--- src/rtl/ring_rr_arbiter.sv ---
// ring_rr_arbiter -- round-robin arbiter for N requesters with a one-hot ring
// priority pointer. A grant is held until its owner drops req, then the ring
// advances one past the previous owner and a one-cycle turnaround follows.
//
// Optional build macro: RING_ARB_TIMEOUT_EN
//   defined   -> a grant is forcibly released after MAX_HOLD cycles, pulsing timeout
//   undefined -> no hold limit, timeout tied 0, hold counter not built
//
// Ports:
//   clk        system clock, rising edge
//   rst        synchronous active-high reset
//   req[N]     request vector, bit i held while requester i wants/owns the resource
//   gnt[N]     registered one-hot grant, zero when idle
//   gnt_valid  registered, 1 exactly when gnt != 0
//   gnt_id     registered binary owner index, keeps the last owner when idle
//   ptr[N]     registered one-hot ring pointer (highest priority next arbitration)
//   timeout    one-cycle pulse on a forced release
module ring_rr_arbiter #(
  parameter int N        = 4,
  parameter int IDW      = 2,
  parameter int MAX_HOLD = 8
) (
  input  logic           clk,
  input  logic           rst,
  input  logic [N-1:0]   req,
  output logic [N-1:0]   gnt,
  output logic           gnt_valid,
  output logic [IDW-1:0] gnt_id,
  output logic [N-1:0]   ptr,
  output logic           timeout
);

  // Elaboration-time parameter sanity.
  if (N < 2 || IDW != $clog2(N) || MAX_HOLD < 2) begin : g_param_err
    $error("ring_rr_arbiter: bad parameters");
  end

  typedef enum logic {IDLE, BUSY} state_t;

  localparam logic [N-1:0] ONE = {{(N-1){1'b0}}, 1'b1};

  state_t         state_q, state_d;
  logic [N-1:0]   gnt_d, ptr_d;
  logic           gnt_valid_d, timeout_d;
  logic [IDW-1:0] gnt_id_d;

  logic [IDW-1:0] ptr_idx, win_id, nxt_id;
  logic           force_rel;

  // Binary position of the one-hot ring pointer.
  always_comb begin
    ptr_idx = '0;
    for (int i = 0; i < N; i++)
      if (ptr[i]) ptr_idx = IDW'(i);
  end

  // Circular scan from ptr upward. Iterating offsets high to low lets the
  // smallest offset with a set request win by being written last.
  always_comb begin
    win_id = '0;
    for (int j = N - 1; j >= 0; j--) begin
      if (req[(int'(ptr_idx) + j) % N]) win_id = IDW'((int'(ptr_idx) + j) % N);
    end
  end

  // Owner after which the ring resumes, wrapping N-1 -> 0.
  assign nxt_id = (gnt_id == IDW'(N - 1)) ? '0 : gnt_id + 1'b1;

`ifdef RING_ARB_TIMEOUT_EN
  localparam int HCW = $clog2(MAX_HOLD);
  logic [HCW-1:0] hold_cnt;

  // Stays at zero through IDLE, so it is already cleared on the grant edge.
  always_ff @(posedge clk) begin
    if (rst)                                hold_cnt <= '0;
    else if (state_q == IDLE)               hold_cnt <= '0;
    else if (hold_cnt != HCW'(MAX_HOLD - 1)) hold_cnt <= hold_cnt + 1'b1;
  end

  assign force_rel = (state_q == BUSY) && req[gnt_id] &&
                     (hold_cnt == HCW'(MAX_HOLD - 1));
`else
  assign force_rel = 1'b0;
`endif

  always_comb begin
    state_d     = state_q;
    gnt_d       = gnt;
    gnt_valid_d = gnt_valid;
    gnt_id_d    = gnt_id;
    ptr_d       = ptr;
    timeout_d   = 1'b0;
    case (state_q)
      IDLE: begin
        if (req != '0) begin
          gnt_d       = ONE << win_id;
          gnt_valid_d = 1'b1;
          gnt_id_d    = win_id;
          state_d     = BUSY;
        end
      end
      BUSY: begin
        // Other requesters never preempt; only the owner's req (or the hold
        // limit) ends the grant.
        if (!req[gnt_id] || force_rel) begin
          gnt_d       = '0;
          gnt_valid_d = 1'b0;
          ptr_d       = ONE << nxt_id;
          timeout_d   = force_rel;
          state_d     = IDLE;
        end
      end
      default: state_d = IDLE;
    endcase
  end

  always_ff @(posedge clk) begin
    if (rst) begin
      state_q   <= IDLE;
      gnt       <= '0;
      gnt_valid <= 1'b0;
      gnt_id    <= '0;
      ptr       <= ONE;
      timeout   <= 1'b0;
    end else begin
      state_q   <= state_d;
      gnt       <= gnt_d;
      gnt_valid <= gnt_valid_d;
      gnt_id    <= gnt_id_d;
      ptr       <= ptr_d;
      timeout   <= timeout_d;
    end
  end

endmodule
--- config.mk ---
export PLATFORM = sky130hd
export DESIGN_NAME = ring_rr_arbiter
export DESIGN_NICKNAME = d
export VERILOG_FILES = /design/src/rtl/ring_rr_arbiter.sv
export SDC_FILE = /design/constraint.sdc
export NUM_CORES = 1
export LEC_CHECK = 0
export ABC_AREA = 1
export CORE_ASPECT_RATIO = 1.25
export CORE_MARGIN = 4
export CORE_UTILIZATION = 40
export DETAILED_ROUTE_END_ITERATION = 6
export GPL_TIMING_DRIVEN = 0
export PLACE_DENSITY_LB_ADDON = 0.1
export REMOVE_ABC_BUFFERS = 1
export SETUP_SLACK_MARGIN = 0.3
export SLEW_MARGIN = 20
export SYNTH_ARGS = -nofsm -noshare
export SYNTH_HDL_FRONTEND = slang
export SYNTH_SLANG_ARGS = --single-unit
--- constraint.sdc ---
create_clock -name clk -period 2.15 [get_ports clk]
set_input_delay 0.3225 -clock clk [delete_from_list [all_inputs] [get_ports clk]]
set_output_delay 0.3225 -clock clk [all_outputs]
set_load 0.005 [all_outputs]
==> run summary <==
For the total global-route track usage, the log shows 15.31%. Clock-pin slew was measured on the worst setup and hold paths at 0.07 ns. First-pass iteration count of the detailed router: 4.

The number of instances on the worst hold path was 2. Startpoint of the lowest-slack register-to-register path: ptr[3]$_SDFFE_PP0P_. Tracing the worst setup path back leads to its startpoint at req[1]. Dividing the detail-routed via count by the number of cells gives 5.048. Setup repair after global routing left no endpoint under its margin. The worst setup path is launched from an input pin. The run gives 14 as the pin count of the biggest net entering global routing.

For this run, asynchronously set or reset flops after synthesis account for 0%. The run gives 0.8949 as the final weighted congestion of routability-driven global placement. The kind of path behind the tightest hold check is register to register. The time the worst path needs with I/O delays and setup came out at 1.634 ns. Buffers added to address setup during post-CTS repair amount to 0. Leaving out fill and tap cells, the most frequent cell in the layout is inv_1. Data on the critical path arrives at its endpoint at 1.84 ns.

Detailed placement ended at an HPWL of 1341 um. The diode insertion count for antenna repair is 0, and the global-route met3 utilization is 2.589%. The logs give 0 for the number of pins exceeding their max-slew limit in the final report and 2 for the number of buffers on the longest clock path.

After detailed routing, the total wire length is 1739 um. For this design, the CTS-stage hold fixing added 0 buffers. The tools report the remaining number of nets flagged by the antenna check after routing as 0. Cell at the root of the clock tree: clkbuf_4.

After global routing, the most crowded layer is met2. For the worst-skew pair, the clock arrives at the later sink with an insertion delay of 0.28 ns. Among all stages on the critical path, the largest delay is contributed by clkdlybuf4s50_1. For the row count, the log shows 17.

After routing, the total negative slack on setup checks comes to 0 ns. The number of cells upsized or downsized after cts came out at 0. Port buffer count: 16. Counting flops and latches in the post-synthesis netlist gives 12. The share of final-layout standard cells stronger than drive strength 1 is 15.08%. The ratio of total power to cell area works out to 1080 mW/mm^2. The remaining design rule violation count is 0, and the total number of vias is 732. STA puts the critical path data required time at 2.35 ns.

Grouping stages by cell kind, the critical path spends the most delay in simple AND/OR/NAND/NOR gates. In the finished design, the share of the clock period the worst path needs comes to 76.02%. Timing would allow up to 611.9 MHz.

During synthesis, Yosys emitted a total of 0 warnings. The y dimension of the die was 55.71 um. The post-synthesis average cell area works out to 6.681 um^2. The number of sinks on the clock net was 12; the buffering stage count on the worst path with inverters included was 2.

For the number of library cell types mapped by synthesis, the log shows 21. Clock tree synthesis inserted a total of 3 buffers. The post-layout utilization of the core was 53.44%; the netlist area before placement was 728.2 um^2. The worst setup path is captured at a register.

The largest single stage delay on the critical path is 0.45 ns. Summed over all layers, the global routing overflow is 0. The logs give 2980 um for the global-route wire length before repair and 0.4854 ns for the smallest hold slack. The commonest register cell after synthesis was dfxtp_1. The detailed router finished its first iteration with 8 violations.

The total of endpoints with negative setup slack in the final report was 0. The flow ran to the end, and the final reports show no timing, DRC or antenna violations. Boundary pin count: 18. The final net count came out at 133.

The count of flip-flops with a built-in enable after synthesis was 0; the synthesized instance count was 109. The number of endpoints with negative hold slack in the final report came out at 0. The critical path goes through clkdlybuf4s50_1 > nor4_1 > nor2_1 > inv_1 > nand3_1 > a21oi_1. The largest vdd supply drop is 0.0005919 V.

In the layout the commonest cells are inv_1 (18), clkdlybuf4s50_1 (16), nand2_1 (14), nand3_1 (14). The tool flagged a number of max-cap violations equal to 0. The minimum setup slack among reg-to-reg paths was 0.63 ns. Clock skew on the completed layout was measured at 0.005661 ns. The kind of critical path is input pin to register.

The worst register-to-register path has a depth of 9. The global routing usage on met2 was 22.64%; the initial antenna violation count was 0. From synthesis to final layout, the design area changed by 28.01%.

For this design the static power due to leakage is 0.4491 nW. Reg-to-reg endpoint: gnt[3]$_SDFFE_PP0P_. The H-tree depth reported by CTS came out at 1. Of all nets on the critical path, the largest fanout is 8. For this configuration, the core starts out at a cell density of 41.75%. In the global route stage, met1 resource usage came out at 19.44%. The number of global-route vias before repair is 707, and the die outline width is 46.16 um. TritonCTS built the clock tree. Worst setup path endpoint: gnt[3]$_SDFFE_PP0P_. Summing the sequential cell areas from Yosys gives 32.99% of the chip area.

The area inside the core boundary was 0.001744 mm^2; the cell count along the critical path was 6. Dividing the detail-routed wire length by the instance count gives 11.99 um. The die covers 0.002571 mm^2.
## kinds of logic after synthesis
family	synth area share (%)
AND/OR/NAND/NOR	38.32
buffers and inverters	12.54
AO/OA/AOI/OAI	15.64
flip-flops	32.99
other	0.5150
## final cells by class
| class | instances | area (um^2) |
|---|---|---|
| clock buffer | 4 | 36.28 |
| multi-input combinational | 74 | 396.6 |
| sequential | 12 | 240.2 |
| tap | 19 | 23.77 |
| fill | 182 | 812.0 |
| inverter | 20 | 75.07 |
| timing repair buffer | 16 | 160.2 |
## power breakdown
part           total [mW]  internal [mW]  leakage (nW)  switching [mW]
registers           0.315          0.274        0.0989          0.0413
clock network       0.180          0.103        0.0210          0.0768
logic               0.512          0.219         0.329           0.293
total                1.01          0.596         0.449           0.411
## registers in the layout, indices dropped and copies added (netlist names)
| register | cells |
|---|---|
| gnt_valid | 1 |
| gnt_id | 2 |
| state_q | 1 |
| ptr | 4 |
| gnt | 4 |
## through the flow
stage	setup WS, ns	instance area [um^2]	power, mW	std cells
2_1_floorplan	0.8468	711.9	0.6525	106
3_3_place_gp	0.2399	895.9	0.8189	141
3_5_place_dp	0.2512	895.9	0.8303	141
4_1_cts	0.5205	932.1	1.010	145
5_1_grt	0.3014	932.1	1.088	145
6_report	0.5156	932.1	1.007	145
## layer usage
metal / wire [um] / up-vias
met5: 0 / -
met4: 78 / 0
met3: 75 / 9
met2: 798 / 22
met1: 787 / 313
li1: - / 388
## how the worst min path moves through the flow
stage / startpoint / endpoint / slack [ns]
floorplan: rst / gnt[0]$_SDFFE_PP0P_ / 0.39
global placement: gnt_valid$_SDFFE_PP0P_ / gnt_valid$_SDFFE_PP0P_ / 0.46
detailed placement: gnt_valid$_SDFFE_PP0P_ / gnt_valid$_SDFFE_PP0P_ / 0.47
CTS: gnt[1]$_SDFFE_PP0P_ / gnt[1]$_SDFFE_PP0P_ / 0.49
global route: gnt_valid$_SDFFE_PP0P_ / gnt_valid$_SDFFE_PP0P_ / 0.51
finish: gnt[1]$_SDFFE_PP0P_ / gnt[1]$_SDFFE_PP0P_ / 0.49
## worst register-to-register path, stage by stage, from the launching register on
cell and delay (ns):
dfxtp_1 0.33, nor2_1 0.28, inv_1 0.13, nand3_1 0.14
nand2_1 0.06, inv_1 0.09, nand3_2 0.11, nand2_2 0.10
nand3_1 0.07, a21oi_1 0.13
## synthesized netlist by cell type, types with 2 or more instances
master | instances | share of area [%]
inv_1 | 18 | 9.3
nand2_1 | 14 | 7.2
nand3_1 | 14 | 9.6
a21oi_1 | 12 | 8.2
dfxtp_1 | 12 | 33
nand2_2 | 8 | 6.9
nor2_1 | 6 | 3.1
o21ai_0 | 4 | 2.7
nand3_2 | 3 | 4.1
nand4_1 | 3 | 2.6
a211oi_1 | 2 | 2.1
inv_2 | 2 | 1.0
nand2_4 | 2 | 3.1
o21ai_1 | 2 | 1.4
Note: power is estimated with default switching activity, not from simulation.
==> patch: new RTL, same settings <==
Add a define of `RING_ARB_TIMEOUT_EN`.
--- a/src/rtl/ring_rr_arbiter.sv
+++ b/src/rtl/ring_rr_arbiter.sv
@@ -16,4 +16,6 @@
 //   ptr[N]     registered one-hot ring pointer (highest priority next arbitration)
 //   timeout    one-cycle pulse on a forced release
+`define RING_ARB_TIMEOUT_EN
+
 module ring_rr_arbiter #(
   parameter int N        = 4,
Function: no difference found for any inputs over 4 cycles, from zero or initial values and one cycle with rst high; that may be too few to reach the edited logic, so the function may still have changed.
==> patch against the unedited design <==
Utilization is 0.98 points lower. Combinational power is 22% higher. Sequential cell count is 4 higher. Critical endpoint is now gnt_id[1]. Global-route usage is 1.7 points lower. Sequential share of layout area is 2.1 points higher. Synthesized cell count is 19% higher. Final area is 23% higher. Worst hold slack worse by 0.015 ns. Setup slack better by 0.032 ns. Routed wire length is 6.6% higher. Synthesized area is 25% higher. Total power is 22% higher.
==> patch: results (changes against the unedited design) <==
[run_status]
status = finished, final reports clean

[global_route]
grt_util_all_layers_pct = 13.6  ; -1.7 points
grt_max_degree = 13  ; -1

[cells_and_area]
reg_top3 = gnt: 4 flops, ptr: 4 flops, hold_cnt: 3 flops
drive_gt1_share_pct = 19.5  ; +4.4 points
nets = 158  ; +19%

[placed_design]
pre_cts_ws_ns = 0.139  ; -0.113 ns

[power_and_ir_drop]
power.leakage_nw = 0.533  ; +19%
p_clk_share_pct = 15.9  ; -2.0 points
pg_seq_uw = 407  ; +29%
ir_drop_mv = 0.625  ; +5.6%
power.share.sequential_pct = 33.2  ; +1.9 points

[yosys]
synth-adder-area-share_pct = 2.75  ; +2.7 points
synth_commonest_cells = 23 x nand2_1, 18 x nand3_1, 16 x dfxtp_1
seq_area_frac_synth_pct = 35.2  ; +2.2 points
synth_area_leaders = dfxtp_1 35%, nand3_1 9.9%, nand2_1 9.5%, a21oi_1 6.6%, nand3_2 6.6%
synth_compound_area_share_pct = 11.0  ; -4.6 points
avgSynthCellArea_um2 = 7.01  ; +4.9%

[timing]
fin_skew_ns = 0.00521  ; -0.000451 ns
fmax_ghz = 0.624  ; +2.0%

[worst_setup_path]
r2r-end = ptr[0]
endpoint = gnt_id[1]
cp_slowest_stage_delay_ns = 0.55  ; +0.10 ns

[routing]
drt_iter0_drc = 21  ; +13
viasPerCell = 4.72  ; -6.6%

[patch: kinds of logic after synthesis]
| kind of cell | Yosys count |
|---|---|
| AND/OR/NAND/NOR | 69 |
| AO/OA/AOI/OAI | 19 |
| flip-flops | 16 |
| buffers and inverters | 23 |
| adder cells (fa/ha/maj) | 2 |
| XOR/XNOR | 1 |
[patch: worst min path at each step]
stage / start / to / slack, ns / cells past startpoint
final: gnt_valid / gnt_valid / 0.47 / 2
after global routing: gnt_valid / gnt_valid / 0.51 / 2
after CTS: gnt_valid / gnt_valid / 0.47 / 2
after detailed placement: gnt_valid / gnt_valid / 0.46 / 2
after global placement: gnt_valid / gnt_valid / 0.45 / 2
after floorplan: rst / gnt[0] / 0.39 / 1
[patch: final cells by class]
type / count / share of cell area (%)
Clock buffer: 4 / 3.16
Inverter: 21 / 6.87
Multi-Input combinational cell: 91 / 43.8
Sequential cell: 16 / 27.9
Tap cell: 31 / 3.38
Timing Repair Buffer: 17 / 14.8
[patch: tightest hold or removal path, stage by stage, from the launching register on]
cell and delay, ns:
dfxtp_1 0.32, nand2_1 0.06, a21oi_1 0.05
[patch: per-layer routing]
layer / part of all wire [%] / up-vias / GRT usage [%]
met4: 0.70 / 0 / 4.62
li1: - / 457 / -
met2: 48 / 11 / 23.7
met5: 0 / - / 0
met3: 3.5 / 2 / 3.87
met1: 48 / 379 / 16.2
[patch: per-stage QoR]
stage / hold slack, ns / cell area, µm²
global placement: 0.452 / 1110
floorplan: 0.392 / 900
finish: 0.470 / 1150
CTS: 0.475 / 1140
detailed placement: 0.461 / 1110
global route: 0.514 / 1150
